`src/rtl/sumrest_serial.sv`:
```
`default_nettype none
// ============================================================================
//  Module      : sumrest_serial
//  Description : Multi-cycle digit-serial adder/subtractor. Operands are
//                latched on an accepted start and summed DIGIT bits per clock
//                through a narrow adder slice with a registered carry.
//                Produces result, carry-out, signed overflow, negative and
//                zero flags, plus a one-cycle done pulse.
//  Revision    : 1.0 - initial release
// ============================================================================
module sumrest_serial #(
    parameter int WIDTH = 8,
    parameter int DIGIT = 1
) (
    input  logic             clk,
    input  logic             rst_n,
    input  logic             start,
    input  logic [WIDTH-1:0] A,
    input  logic [WIDTH-1:0] B,
    input  logic             sign,
    input  logic             cin,
    output logic             busy,
    output logic             done,
    output logic [WIDTH-1:0] sumt,
    output logic             ct,
    output logic             ovf,
    output logic             neg,
    output logic             zero
);

    localparam int NSTEPS = WIDTH / DIGIT;
    localparam int STEP_W = (NSTEPS > 1) ? $clog2(NSTEPS) : 1;
    localparam int MSB    = WIDTH - 1;
    localparam logic [STEP_W-1:0] LAST_STEP = STEP_W'(NSTEPS - 1);

    // Reject geometries where the slices would not tile the operand exactly.
    generate
        if ((WIDTH < 2) || (DIGIT < 1) || ((WIDTH % DIGIT) != 0)) begin : g_bad_params
            $error("sumrest_serial: WIDTH must be >= 2 and a multiple of DIGIT");
        end
    endgenerate

    typedef enum logic [1:0] {
        S_IDLE = 2'd0,
        S_RUN  = 2'd1,
        S_DONE = 2'd2
    } state_t;

    state_t r_state;
    state_t w_state_next;

    // Latched operands; the second operand is stored already inverted for
    // subtraction so the slice adder and the overflow rule see Bx directly.
    logic [WIDTH-1:0]  r_a;
    logic [WIDTH-1:0]  r_bx;
    logic              r_carry;
    logic [STEP_W-1:0] r_step;

    logic              w_accept;
    logic              w_step_en;
    logic              w_last;
    int                w_base;
    logic [DIGIT-1:0]  w_a_slice;
    logic [DIGIT-1:0]  w_b_slice;
    logic [DIGIT:0]    w_slice_full;
    logic [WIDTH-1:0]  w_sum_next;

    // State register.
    always_ff @(posedge clk) begin
        if (!rst_n) begin
            r_state <= S_IDLE;
        end else begin
            r_state <= w_state_next;
        end
    end

    // Next-state and control decode; start is only looked at outside RUN,
    // so a request while busy is simply dropped.
    always_comb begin
        w_state_next = r_state;
        w_accept     = 1'b0;
        w_step_en    = 1'b0;
        w_last       = 1'b0;
        busy         = 1'b0;
        done         = 1'b0;
        case (r_state)
            S_IDLE: begin
                if (start) begin
                    w_accept     = 1'b1;
                    w_state_next = S_RUN;
                end
            end
            S_RUN: begin
                busy      = 1'b1;
                w_step_en = 1'b1;
                if (r_step == LAST_STEP) begin
                    w_last       = 1'b1;
                    w_state_next = S_DONE;
                end
            end
            S_DONE: begin
                done = 1'b1;
                if (start) begin
                    w_accept     = 1'b1;
                    w_state_next = S_RUN;
                end else begin
                    w_state_next = S_IDLE;
                end
            end
            default: begin
                w_state_next = S_IDLE;
            end
        endcase
    end

    // Narrow adder slice: current digit of A and Bx plus the stored carry.
    always_comb begin
        w_base       = int'(r_step) * DIGIT;
        w_a_slice    = r_a[w_base +: DIGIT];
        w_b_slice    = r_bx[w_base +: DIGIT];
        w_slice_full = {1'b0, w_a_slice} + {1'b0, w_b_slice} + {{DIGIT{1'b0}}, r_carry};
    end

    // Result with the current digit merged in; on the final step this is the
    // complete sum the flags are derived from.
    always_comb begin
        w_sum_next                  = sumt;
        w_sum_next[w_base +: DIGIT] = w_slice_full[DIGIT-1:0];
    end

    // Operand capture, per-step accumulation and final flag update.
    always_ff @(posedge clk) begin
        if (!rst_n) begin
            r_a     <= '0;
            r_bx    <= '0;
            r_carry <= 1'b0;
            r_step  <= '0;
            sumt    <= '0;
            ct      <= 1'b0;
            ovf     <= 1'b0;
            neg     <= 1'b0;
            zero    <= 1'b0;
        end else if (w_accept) begin
            r_a     <= A;
            r_bx    <= sign ? ~B : B;
            r_carry <= cin;
            r_step  <= '0;
        end else if (w_step_en) begin
            sumt    <= w_sum_next;
            r_carry <= w_slice_full[DIGIT];
            r_step  <= w_last ? '0 : (r_step + STEP_W'(1));
            if (w_last) begin
                ct   <= w_slice_full[DIGIT];
                ovf  <= (r_a[MSB] == r_bx[MSB]) && (w_sum_next[MSB] != r_a[MSB]);
                neg  <= w_sum_next[MSB];
                zero <= (w_sum_next == '0);
            end
        end
    end

endmodule
`default_nettype wire

```
`config.mk`:
```
export PLATFORM = sky130hd
export DESIGN_NAME = sumrest_serial
export DESIGN_NICKNAME = d
export VERILOG_FILES = /design/src/rtl/sumrest_serial.sv
export SDC_FILE = /design/constraint.sdc
export NUM_CORES = 1
export LEC_CHECK = 0
export ABC_AREA = 0
export CAP_MARGIN = 20
export CORE_MARGIN = 2
export CORE_UTILIZATION = 47
export DETAILED_ROUTE_END_ITERATION = 7
export GPL_TIMING_DRIVEN = 0
export PLACE_DENSITY = 0.75
export SLEW_MARGIN = 20
export SYNTH_ARGS = -nofsm -noshare
export SYNTH_HDL_FRONTEND = slang
export SYNTH_SLANG_ARGS = --single-unit
```
`constraint.sdc`:
```
create_clock -name clk -period 2.65 [get_ports clk]
set_input_delay 0.53 -clock clk [delete_from_list [all_inputs] [get_ports clk]]
set_output_delay 0.53 -clock clk [all_outputs]
set_load 0.005 [all_outputs]
```
; Yosys cells after proc, flatten, opt, wreduce, memory -nomap -nowiden
; Index checks and enable logic that the tools add are counted.
; W data, S select, Z words.
[word_totals]
reg_bits = 34
input_bits = 21
[classes]
n_addsub = 4
n_eq_ne = 7
shifts = 4
muxes = 15
bitwise = 3
n_reduce_logical = 9
[ops]
columns = operator, n
row1 = $neg A3 Y33, 1
row2 = $shift A1 B33 Y8 const A, 1
row3 = $shiftx A1 B33 Y8, 1
row4 = $shiftx A8 B4 Y1, 2
row5 = $mux W1, 9
row6 = $bwmux W8, 1
row7 = $logic_not A8 Y1, 1
row8 = $mux W8, 1
row9 = $not A8 Y8, 1
row10 = $pmux W2 S3, 1
row11 = $mux W2, 2
row12 = $ne A2 B2 Y1 const B, 2
row13 = $reduce_and A2 Y1, 2
row14 = $reduce_or A2 Y1, 2
row15 = $add A3 B1 Y3 const B, 1
row16 = $eq A3 B3 Y1 const B, 1
row17 = $mux W3, 1
row18 = $reduce_and A3 Y1, 1
row19 = $add A1 B1 Y2, 1
row20 = $add A2 B1 Y2, 1
row21 = $eq A2 B1 Y1 const B, 1
row22 = $eq A2 B2 Y1 const B, 1
row23 = $logic_not A2 Y1, 1
row24 = $not A1 Y1, 2
row25 = 4 further kinds, 4

; Depth between registers and ports, before layout
[depth]
word_depth = 7
ltp_mapped = 10
mapped_depth_nobuf = 9

; Worst setup path before layout
; No wires, ideal clock.
[synth_timing]
path_kind = flip-flop to flip-flop
startpoint = register r_step[0]
endpoint = register zero
setup_ns = 0.084
t_arrival_ns = 2.535
required_ns = 2.566
slack_ns = 0.031
stages_incl_launch_ff = 11
period_less_slack_ns = 2.619
path_cell_list = dfxtp_1 -> buf_6 -> mux4_1 -> nand2_1 -> nand2_1 -> fa_1 -> nor2b_1 -> and3_1 -> a22oi_2 -> nand4_1 -> o31ai_2
[synth_between]
elab_chain_len = 6
[synth_rtl]
columns = item, line_no
row1 = start: declaration, 57  ; logic [STEP_W-1:0] r_step;
row2 = start signal: assignment, 151  ; r_step <= w_last ? '0 : (r_step + STEP_W'(1));
row3 = $shiftx A8 B4 Y1 (on tied branches), "119, 120"
row4 = $add A1 B1 Y2, 121  ; w_slice_full = {1'b0, w_a_slice} + {1'b0, w_b_slice} + {{DIGIT{1'b0}}, r_carry};
row5 = $add A2 B1 Y2, 121
row6 = $shiftx A1 B33 Y8, 128  ; w_sum_next[w_base +: DIGIT] = w_slice_full[DIGIT-1:0];
row7 = $bwmux W8, 128
row8 = $logic_not A8 Y1, 156  ; zero <= (w_sum_next == '0);
row9 = end signal: assignment, 156
row10 = end: declaration, 28  ; output logic zero
; Parallel ways exist; a longest one is shown, timed or not.
; A chain may end at the register's enable or synchronous reset.

; Worst setup path in the final report
[layout_timing]
startpoint = register r_step[0]
endpoint = register sumt[7]
[layout_between]
elab_chain_len = 5
[layout_rtl]
columns = item, line_no
row1 = $shiftx A8 B4 Y1 (on tied branches), "119, 120"
row2 = $add A1 B1 Y2, 121
row3 = $add A2 B1 Y2, 121
row4 = $shiftx A1 B33 Y8, 128
row5 = $bwmux W8 (*), 128
row6 = end signal: assignment, 149  ; sumt <= w_sum_next;
row7 = end: declaration, 24  ; output logic [WIDTH-1:0] sumt,
; Every way passes the cells marked *; elsewhere a longest branch is shown, timed or not.

==> results.txt <==
- The via count of the first global-routing pass is 1584.
- Share of the cycle needed by the critical path after routing: 96.97%
- Between clock sinks in the finished design, the worst skew comes to 2.119 ps.
- Clock-pin slew of the registers on the worst-case setup and hold paths: 70 ps
* Place WS: -243.5 ps
* Cell area after technology mapping: 0.001983 mm^2
- Cell internal power was estimated by the tool at 848.0 uW.
- After synthesis, the mean cell area works out to 9.267 um^2.
* Routability cong.: 0.8307
- Total wire length: 4.247 mm
- Setup ws final: 80.43 ps
* Library cell appearing most often on the critical path: nand2_2
* Number of antenna violations at the first check in global routing: 0
* Root cell of the clock tree: clkbuf_8
- After synthesis, the share of flip-flops with an asynchronous set or reset is 0%.
- 35 I/O pins were placed.
* Worst voltage drop across the vdd grid: 0.2973 mV
- The number of hold buffers added after CTS was 0.
- Initial Utilization: 49.22%
- Required time at the worst-slack endpoint: 2870 ps
- For this run the aggregate overflow at the end of global routing stands at 0.
- Remaining antenna violation count: 0
- CTS H-tree depth: 2
- The cell count after synthesis came out at 214.
* Drt drc: 0
* Via Count: 1624
- In the final timing run, aggregate negative setup slack is 0 ps.
- The final hold violation count came to 0.
- Share of power burned in the clock network: 31.4%
- Leakage power: 0.001059 uW
- Clock Latency Late Sink: 290 ps
- In this run, synthesis inferred 0 flip-flops with an integrated enable.
* Met1 track utilization from global routing: 24.32%
- Most used DFF post-synth: dfxtp_1
* Switching pwr: 326.4 uW
- Area growth from synthesis to final layout: 26.31%
- Of the synthesized area, sequential elements account for 34.32%.
- Of all nets on the critical path, the largest fanout is 6.
- Post-layout net count: 288
- At the end of the flow the core is filled with cells to 62.17%.
- Final setup fails: 0
* Endpoint class of the critical path: register
* Total of max-cap violations: 0
* Antenna diode count: 0
* TritonCTS Buffers: 5
- Floorplan die area: 0.004755 mm^2
- After global routing, the most crowded layer is met2.
- The count of pins over their slew limit came to 0.
* Largest net degree at the start of global routing: 11
- The slowest stage of the critical path belongs to the cell fa_1.
- # clock sinks: 34
- Detailed placement ended at an HPWL of 3.158 mm.
- Count of state elements after synthesis: 34
* Class of the most critical setup path: register to register
* All-layer global routing usage: 20.65%
- During placement, the flow inserted port buffers numbering 33.
* Yosys cell types: 53
* Worst hold slack: 457.4 ps
- Core area: 0.004029 mm^2
- The worst pin sits at a relative slew slack of 69.09%.
- Shortest clock period the worst path allows after layout: 2570 ps
* Number of standard-cell rows in the floorplan: 23
- On the worst path, the slowest cell contributes a delay of 560 ps.
- Of the total power, registers draw 47.8%.
- In this run, the number of DRC markers left after iteration 0 of detailed routing was 45.
- Using the TritonRoute via totals, the vias-per-cell ratio works out to 5.256.
* Number of iterations in the first detailed-routing pass: 4
- For this run, the top clock speed supported by timing is 389.2 MHz.
* Setup repair after global routing missed its margin: yes
* Sequence of cells on the critical path: mux4_2 -> nand2_2 -> nand2_2 -> fa_1 -> nor2b_4 -> nand4b_1 -> o21ai_2 -> nor2_2 -> nor3b_2
- Maximum count of clock buffers along a single path: 2
- The tightest min-delay check is of the register to register type.
- In this run the power density over the cells is 468.8 mW/mm^2.
- The run finished with clean final reports.
- Detail-routed net length per standard cell: 13.74 um
* Grt met2 use: 36.66%
* Share of final-layout standard cells stronger than drive strength 1: 20.85%
* Horizontal extent of the die: 68.96 um
- At the pin with the least slew margin, the transition time is 463.7 ps.
* Met3 usage: 5.519%
- CP arrival: 2790 ps
- The worst setup path is launched from a register.
* TritonCTS clock tree: yes
- Combinational power share: 20.8%
* Total nets after synthesis: 243
- During synthesis, Yosys emitted a total of 0 warnings.
* Most common cell after layout, fill and taps aside: nand2_1
* Highest-count cells in the layout ignoring fill and taps: 42 x nand2_1, 33 x clkdlybuf4s50_1, 32 x dfxtp_1, 11 x nor2_1, 11 x o211a_1
- In this run switching power makes up 27.80% of total power.
- Vertical die dimension: 68.96 um
* Global-route wire length before repair: 7.162 mm
[worst max-delay path, delay by kind of cell, from the launching register on]
family	cells	cell delay, ps
simple gates	6	750
fa+ha+maj	1	560
mux	1	530
flops	1	410
compound gates	1	260
[worst paths after layout]
| check | start | end | slack, ps | depth (start not counted) |
|---|---|---|---|---|
| worst max-delay path | r_step[0] | sumt[7] | 80 | 9 |
| worst min-delay path | r_a[5] | r_a[5] | 460 | 2 |
| worst max register to register | r_step[0] | sumt[7] | 80 | 9 |
| worst min register to register | r_a[5] | r_a[5] | 460 | 2 |
[what timing repair did]
action | 4_1_cts | 5_1_grt
endpoints found under the setup margin | 7 | 5
pin swaps | 3 | 14
buffers inserted | 4 | 2
resized for setup | 6 | 8
[cells in the mapped netlist (all sizes together), types with 2 or more instances]
master / instances / area [um^2]
nor2b: 7 / 51.30
mux2i: 4 / 40.04
o21ai: 8 / 55.05
o31ai: 3 / 41.29
xnor2: 8 / 70.07
o211a: 11 / 110.1
nor3: 2 / 10.01
nand3b: 3 / 26.27
mux4: 4 / 97.59
nand3: 3 / 15.01
a21boi: 11 / 86.33
nor4b: 2 / 38.78
ha: 7 / 87.58
a21oi: 3 / 15.01
nor3b: 2 / 25.02
inv: 7 / 26.28
buf: 8 / 65.06
dfxtp: 34 / 680.7
a31oi: 2 / 12.51
nor2: 15 / 66.32
nand2: 46 / 177.7
clkbuf: 5 / 20.01
nand2b: 3 / 21.27
nand4: 3 / 18.77
and3: 3 / 18.77
[registers in the layout, indices dropped and copies added, names as in the netlist, 2 cells and up]
| register | cells |
|---|---|
| r_step | 3 |
| r_a | 8 |
| r_state | 2 |
| r_bx | 8 |
| sumt | 8 |
[metrics by stage]
| stage | instance area, um^2 | total power, uW | std cells |
|---|---|---|---|
| after floorplan | 1983 | 718.2 | 214 |
| final | 2505 | 1174 | 309 |
| after CTS | 2505 | 1170 | 308 |
| after detailed placement | 2376 | 796.6 | 297 |
| after global placement | 2376 | 793.4 | 297 |
| after global routing | 2505 | 1231 | 309 |
[final cells by class]
type                       instances  area, um^2
buffer                            12       73.82
clock buffer                       5       68.82
clock inverter                     2       10.01
fill                             370        1524
inverter                           7       26.28
multi-input combinational        160        1202
sequential                        34       685.7
tap                               50       62.56
timing repair buffer              39       375.4
[per-layer routing]
layer / routed length [um] / part of all wire, % / vias to the layer above
li1: - / - / 837
met1: 1936 / 46 / 759
met2: 2133 / 50 / 22
met3: 132 / 3.1 / 6
met4: 46 / 1.1 / 0
met5: 0 / 0 / -
[cell families after synthesis]
logic type / share of synthesized area [%]
xor+xnor: 3.533
simple gates: 25.43
flops: 34.32
fa+ha+maj: 5.426
buf+inv: 5.615
mux: 6.940
compound gates: 18.74
[power by group through the flow]
stage | registers, uW | logic (uW) | clock network [uW]
after global placement | 571 | 223 | 0
after floorplan | 566 | 152 | 0
after CTS | 559 | 240 | 372
final | 561 | 245 | 369
after global routing | 565 | 271 | 395
after detailed placement | 571 | 225 | 0
Note: power is estimated with default switching activity, not from simulation.
==> patch 1 (config.mk and constraints unchanged) <==
Change the parameter `WIDTH` from 8 to 16.
--- a/src/rtl/sumrest_serial.sv
+++ b/src/rtl/sumrest_serial.sv
@@ -9,7 +9,7 @@
 //  Revision    : 1.0 - initial release
 // ============================================================================
 module sumrest_serial #(
-    parameter int WIDTH = 8,
+    parameter int WIDTH = 16,
     parameter int DIGIT = 1
 ) (
     input  logic             clk,
Ports: changed (resized A, B and sumt); port bits go from 35 to 59. No check against the original RTL was run, so the function may have changed too.
==> patch 1 against the unedited design <==
Critical path type unchanged; worst hold slack better by 0.0017 ns; setup slack lost 0.63 ns; cell count increased by 68%; global-route usage is 3.8 points higher; the flow now finishes with violations (design-rule violations, negative setup slack); critical path depth increased by 2; design area increased by 72%; first-iteration DRC count grew to 5.7 times the old value; sequential power grew 72%; clock skew increased by 0.0071 ns; largest power group unchanged; area after synthesis is 59% higher; wire length is 110% higher; power grew 82%; combinational power grew 73%; sequential cell count is 25 higher.
==> patch 1: results <==
worst_setup_path:
  worstPathArrival_ns: 3.46
  slowest_delay_ns: 0.52
  path_max_fanout: 5
  cp_slowest_cell: "mux4_2"
  crit_family: "multiplexers"
cts:
  cts-buffers-inserted: 9
  insertion_delay_ns: 0.35
  cts.htree.levels: 3
synth:
  yosysSeqAreaShare: 0.375
  synthTopCellsByCount: "dfxtp_1 (59), nand2_1 (46), nor2_1 (42)"
  syn_area_per_cell_um2: 8.85
routing:
  vias: 3019
  wl_per_cell_um: 16.9
  dr.first_iter.drc_count: 258
  drc_errors: 4
  avgViaCountPerCell: 5.83
power_and_ir_drop:
  ir_worst_vdd_mv: 0.296
  power_leakage_nw: 1.53
timing:
  tightest_slew_ns: 0.785
  final-setup-viol-count: 19
  skew_ns: 0.00917
  setup_ws_ns: -0.545
placed_design:
  numPortBuffers: 57
  dp_cells: 490
  placed_cell_area_um2: 3850
  dpl.hpwl_um: 6040
  gp_congestion: 0.883
run_status:
  violations: "design-rule violations, negative setup slack"
  status: "finished, violations left"
cells_and_area:
  layout.nets: 480
  n_fill_cell: 514
global_routing:
  grt_pass1_vias: 2904
  grt_max_degree: 19
  grt_antenna_before_repair: 0
  grt_pass1_wl_um: 14000
[patch 1: cell count changes after synthesis, sizes merged, moves of 12 or more]
cell / before / now
a211oi: 0 / 24
a21oi: 3 / 28
dfxtp: 34 / 59
nor2: 15 / 42
clkbuf: 5 / 20
mux2i: 4 / 16
[patch 1: final timing paths]
path | start | endpoint | slack (ns) | cells past startpoint
max | r_step[0]$_SDFFE_PP0P_ | zero$_SDFFE_PN0P_ | -0.55 | 11
min | r_a[9]$_SDFFE_PN0P_ | r_a[9]$_SDFFE_PN0P_ | 0.46 | 2
max reg2reg | r_step[0]$_SDFFE_PP0P_ | zero$_SDFFE_PN0P_ | -0.55 | 11
min reg2reg | r_a[9]$_SDFFE_PN0P_ | r_a[9]$_SDFFE_PN0P_ | 0.46 | 2
[patch 1: repair_timing]
item                       in CTS  in global routing
resized for setup              14                 22
setup endpoints to repair      21                 19
pin swaps                      13                 13
buffers inserted                8                  8
cloned                          1                  0
[patch 1: cell type report]
type | instances | area [um^2] | share of cell area
multi-input cells | 262 | 1950 | 0.453
flip-flops and latches | 59 | 1190 | 0.276
repair buffers | 71 | 727 | 0.169
clock buffers | 10 | 138 | 0.0320
plain buffers | 24 | 128 | 0.0297
well taps | 77 | 96.3 | 0.0224
clock inverters | 6 | 40.0 | 0.00931
inverters | 9 | 33.8 | 0.00785
[patch 1: layer usage]
metal	global-route usage	up-vias	part of all wire
met5	0	-	0
met3	0.0577	28	0.062
met4	0.0924	0	0.028
li1	-	1432	-
met1	0.297	1430	0.41
met2	0.420	129	0.50
[patch 1: power breakdown]
group	internal [mW]	switching, mW
logic	0.214	0.212
registers	0.932	0.0321
clock network	0.364	0.383
[patch 1: through the flow]
step | setup TNS, ns | utilization | power [mW] | setup WS [ns]
3_5_place_dp | -10.23 | 0.599 | 1.34 | -0.899
4_1_cts | -4.68 | 0.651 | 2.10 | -0.515
5_1_grt | -6.87 | 0.670 | 2.23 | -0.736
6_report | -4.82 | 0.670 | 2.14 | -0.545
2_1_floorplan | -2.75 | - | 1.20 | -0.413
3_3_place_gp | -9.40 | 0.599 | 1.33 | -0.845
[patch 1: worst min-delay path, cell delays in order (launching register included)]
cell and delay (ns):
dfxtp_1 0.31, nand2_1 0.05, a21oi_1 0.05
[patch 1: cells by family after synthesis]
logic type	after synthesis	synth area share
muxes	27	0.126
DFF	59	0.375
AOI/OAI and AO/OA	73	0.164
xor gates and xnor gates	20	0.0556
buffers and inverters	35	0.0480
and+or+nand+nor	135	0.201
adders and majority gates	7	0.0302
==> patch 2 (same flow settings) <==
Made on the original files. The 3 states of `state_t` get a one-hot encoding in 3 bits.
--- a/src/rtl/sumrest_serial.sv
+++ b/src/rtl/sumrest_serial.sv
@@ -40,10 +40,10 @@
         end
     endgenerate
 
-    typedef enum logic [1:0] {
-        S_IDLE = 2'd0,
-        S_RUN  = 2'd1,
-        S_DONE = 2'd2
+    typedef enum logic [2:0] {
+        S_IDLE = 3'b001,
+        S_RUN  = 3'b010,
+        S_DONE = 3'b100
     } state_t;
 
     state_t r_state;
Behaviour: no difference found for any inputs over 10 cycles, from zero or initial values and one cycle with rst_n low; not proved beyond that.
==> patch 2 against the unedited design <==
Sequential cell count grew 1; power shrank 0.56%; fmax grew 3.0%; design area shrank 2.8%; combinational power shrank 27%; area after synthesis shrank 3.0%; setup slack gained 0.074 ns; wire length shrank 7.7%.
==> patch 2: results <==
run_status:
  status: "finished, final reports clean"
placed_design:
  numPortBuffers: 33
  gp_congestion: 0.847
  pre_cts_ws_ns: -0.0467
  dpl.hpwl_um: 2770
  placed_cell_area_um2: 2320
worst_setup_path:
  slowest_delay_ns: 0.56
  crit_family: "multiplexers"
  path_max_fanout: 9
  worstPathArrival_ns: 2.74
  r2r_end: "ovf$_SDFFE_PN0P_"
  cp_slowest_cell: "fa_2"
  critPathLaunch: "r_step[0]$_SDFFE_PP0P_"
cts:
  insertion_delay_ns: 0.30
  cts_root_buf: "clkbuf_8"
  cts-buffers-inserted: 5
  clk_pin_slew_ns: 0.08
  cts.htree.levels: 2
timing:
  slew_headroom: 0.642
  skew_ns: 0.00527
  setup_ws_ns: 0.155
synth:
  synth_cell_types: 44
  synthFlopType: "dfxtp_1"
  synthTopCellsByCount: "dfxtp_1 (35), nand2_1 (22), nor2b_1 (18)"
  synth_nets: 223
  yosys-top-cells-area: "dfxtp_1 (36%), mux2i_1 (8.8%), nor2b_1 (5.9%)"
  yosysSeqAreaShare: 0.364
cells_and_area:
  drive_above_1_share: 0.142
  n_fill_cell: 370
  largestRegisters: "r_a x8, r_bx x8, sumt x8"
  layout.nets: 265
global_routing:
  grt_usage: 0.196
  grt_pass1_wl_um: 6670
  grt_max_degree: 13
routing:
  dr.pass1.iters: 4
  drt_wl_total_um: 3920
  vias: 1545
  dr.first_iter.drc_count: 82
hold_path:
  hold_path_depth: 2
  hold_start: "zero$_SDFFE_PN0P_"
  whs_endpoint: "zero$_SDFFE_PN0P_"
power_and_ir_drop:
  ir_worst_vdd_mv: 0.309
  power_leakage_nw: 0.980
patch 2: changes by cell type after synthesis, moves of 6 or more:
cell / change
nand2_1: -22
a21boi_0: -6
mux2i_1: +13
nor2b_1: +12
patch 2: kinds of logic (layout without fill, tap and decap cells):
family / count (synthesis) / after routing / share of synthesized area
simple gates: 82 / 82 / 0.247
flops: 35 / 35 / 0.364
compound gates: 25 / 25 / 0.101
mux: 22 / 22 / 0.141
buf+inv: 19 / 62 / 0.0689
xor+xnor: 9 / 9 / 0.0410
fa+ha+maj: 5 / 5 / 0.0364
patch 2: what timing repair did:
item	in CTS	in global routing
hold endpoints to repair	0	0
gates resized for setup	1	0
pin swaps	0	1
setup buffers	0	2
setup endpoints to repair	1	1
patch 2: metrics by stage:
stage               power [mW]   util  std cells  setup TNS (ns)  hold slack (ns)
detailed placement       0.748  0.583        280         -0.0467            0.474
floorplan                0.688      -        197               0            0.462
global route              1.22  0.613        290        -0.00152            0.494
global placement         0.745  0.583        280         -0.0191            0.459
finish                    1.17  0.613        290               0            0.483
CTS                       1.17  0.609        288               0            0.484
patch 2: area by class of cell:
cell class,count,area [um^2],area share
multi-input combinational,143,1090,0.449
sequential,35,701,0.288
timing repair buffer,35,345,0.142
buffer,13,103,0.0422
clock buffer,6,82.6,0.0339
tap,50,62.6,0.0257
inverter,6,30.0,0.0123
clock inverter,2,16.3,0.00668
patch 2: routing by layer:
layer	vias to the layer above	wire length, um	global-route usage
met4	0	76	0.0975
met3	6	207	0.0428
met5	-	0	0
met2	46	1780	0.305
li1	778	-	-
met1	715	1850	0.257
patch 2: power breakdown:
group	internal [mW]	switching (mW)	total (mW)
Combinational	0.103	0.0751	0.178
Sequential	0.551	0.0158	0.567
Clock	0.212	0.211	0.423
Total	0.866	0.302	1.17
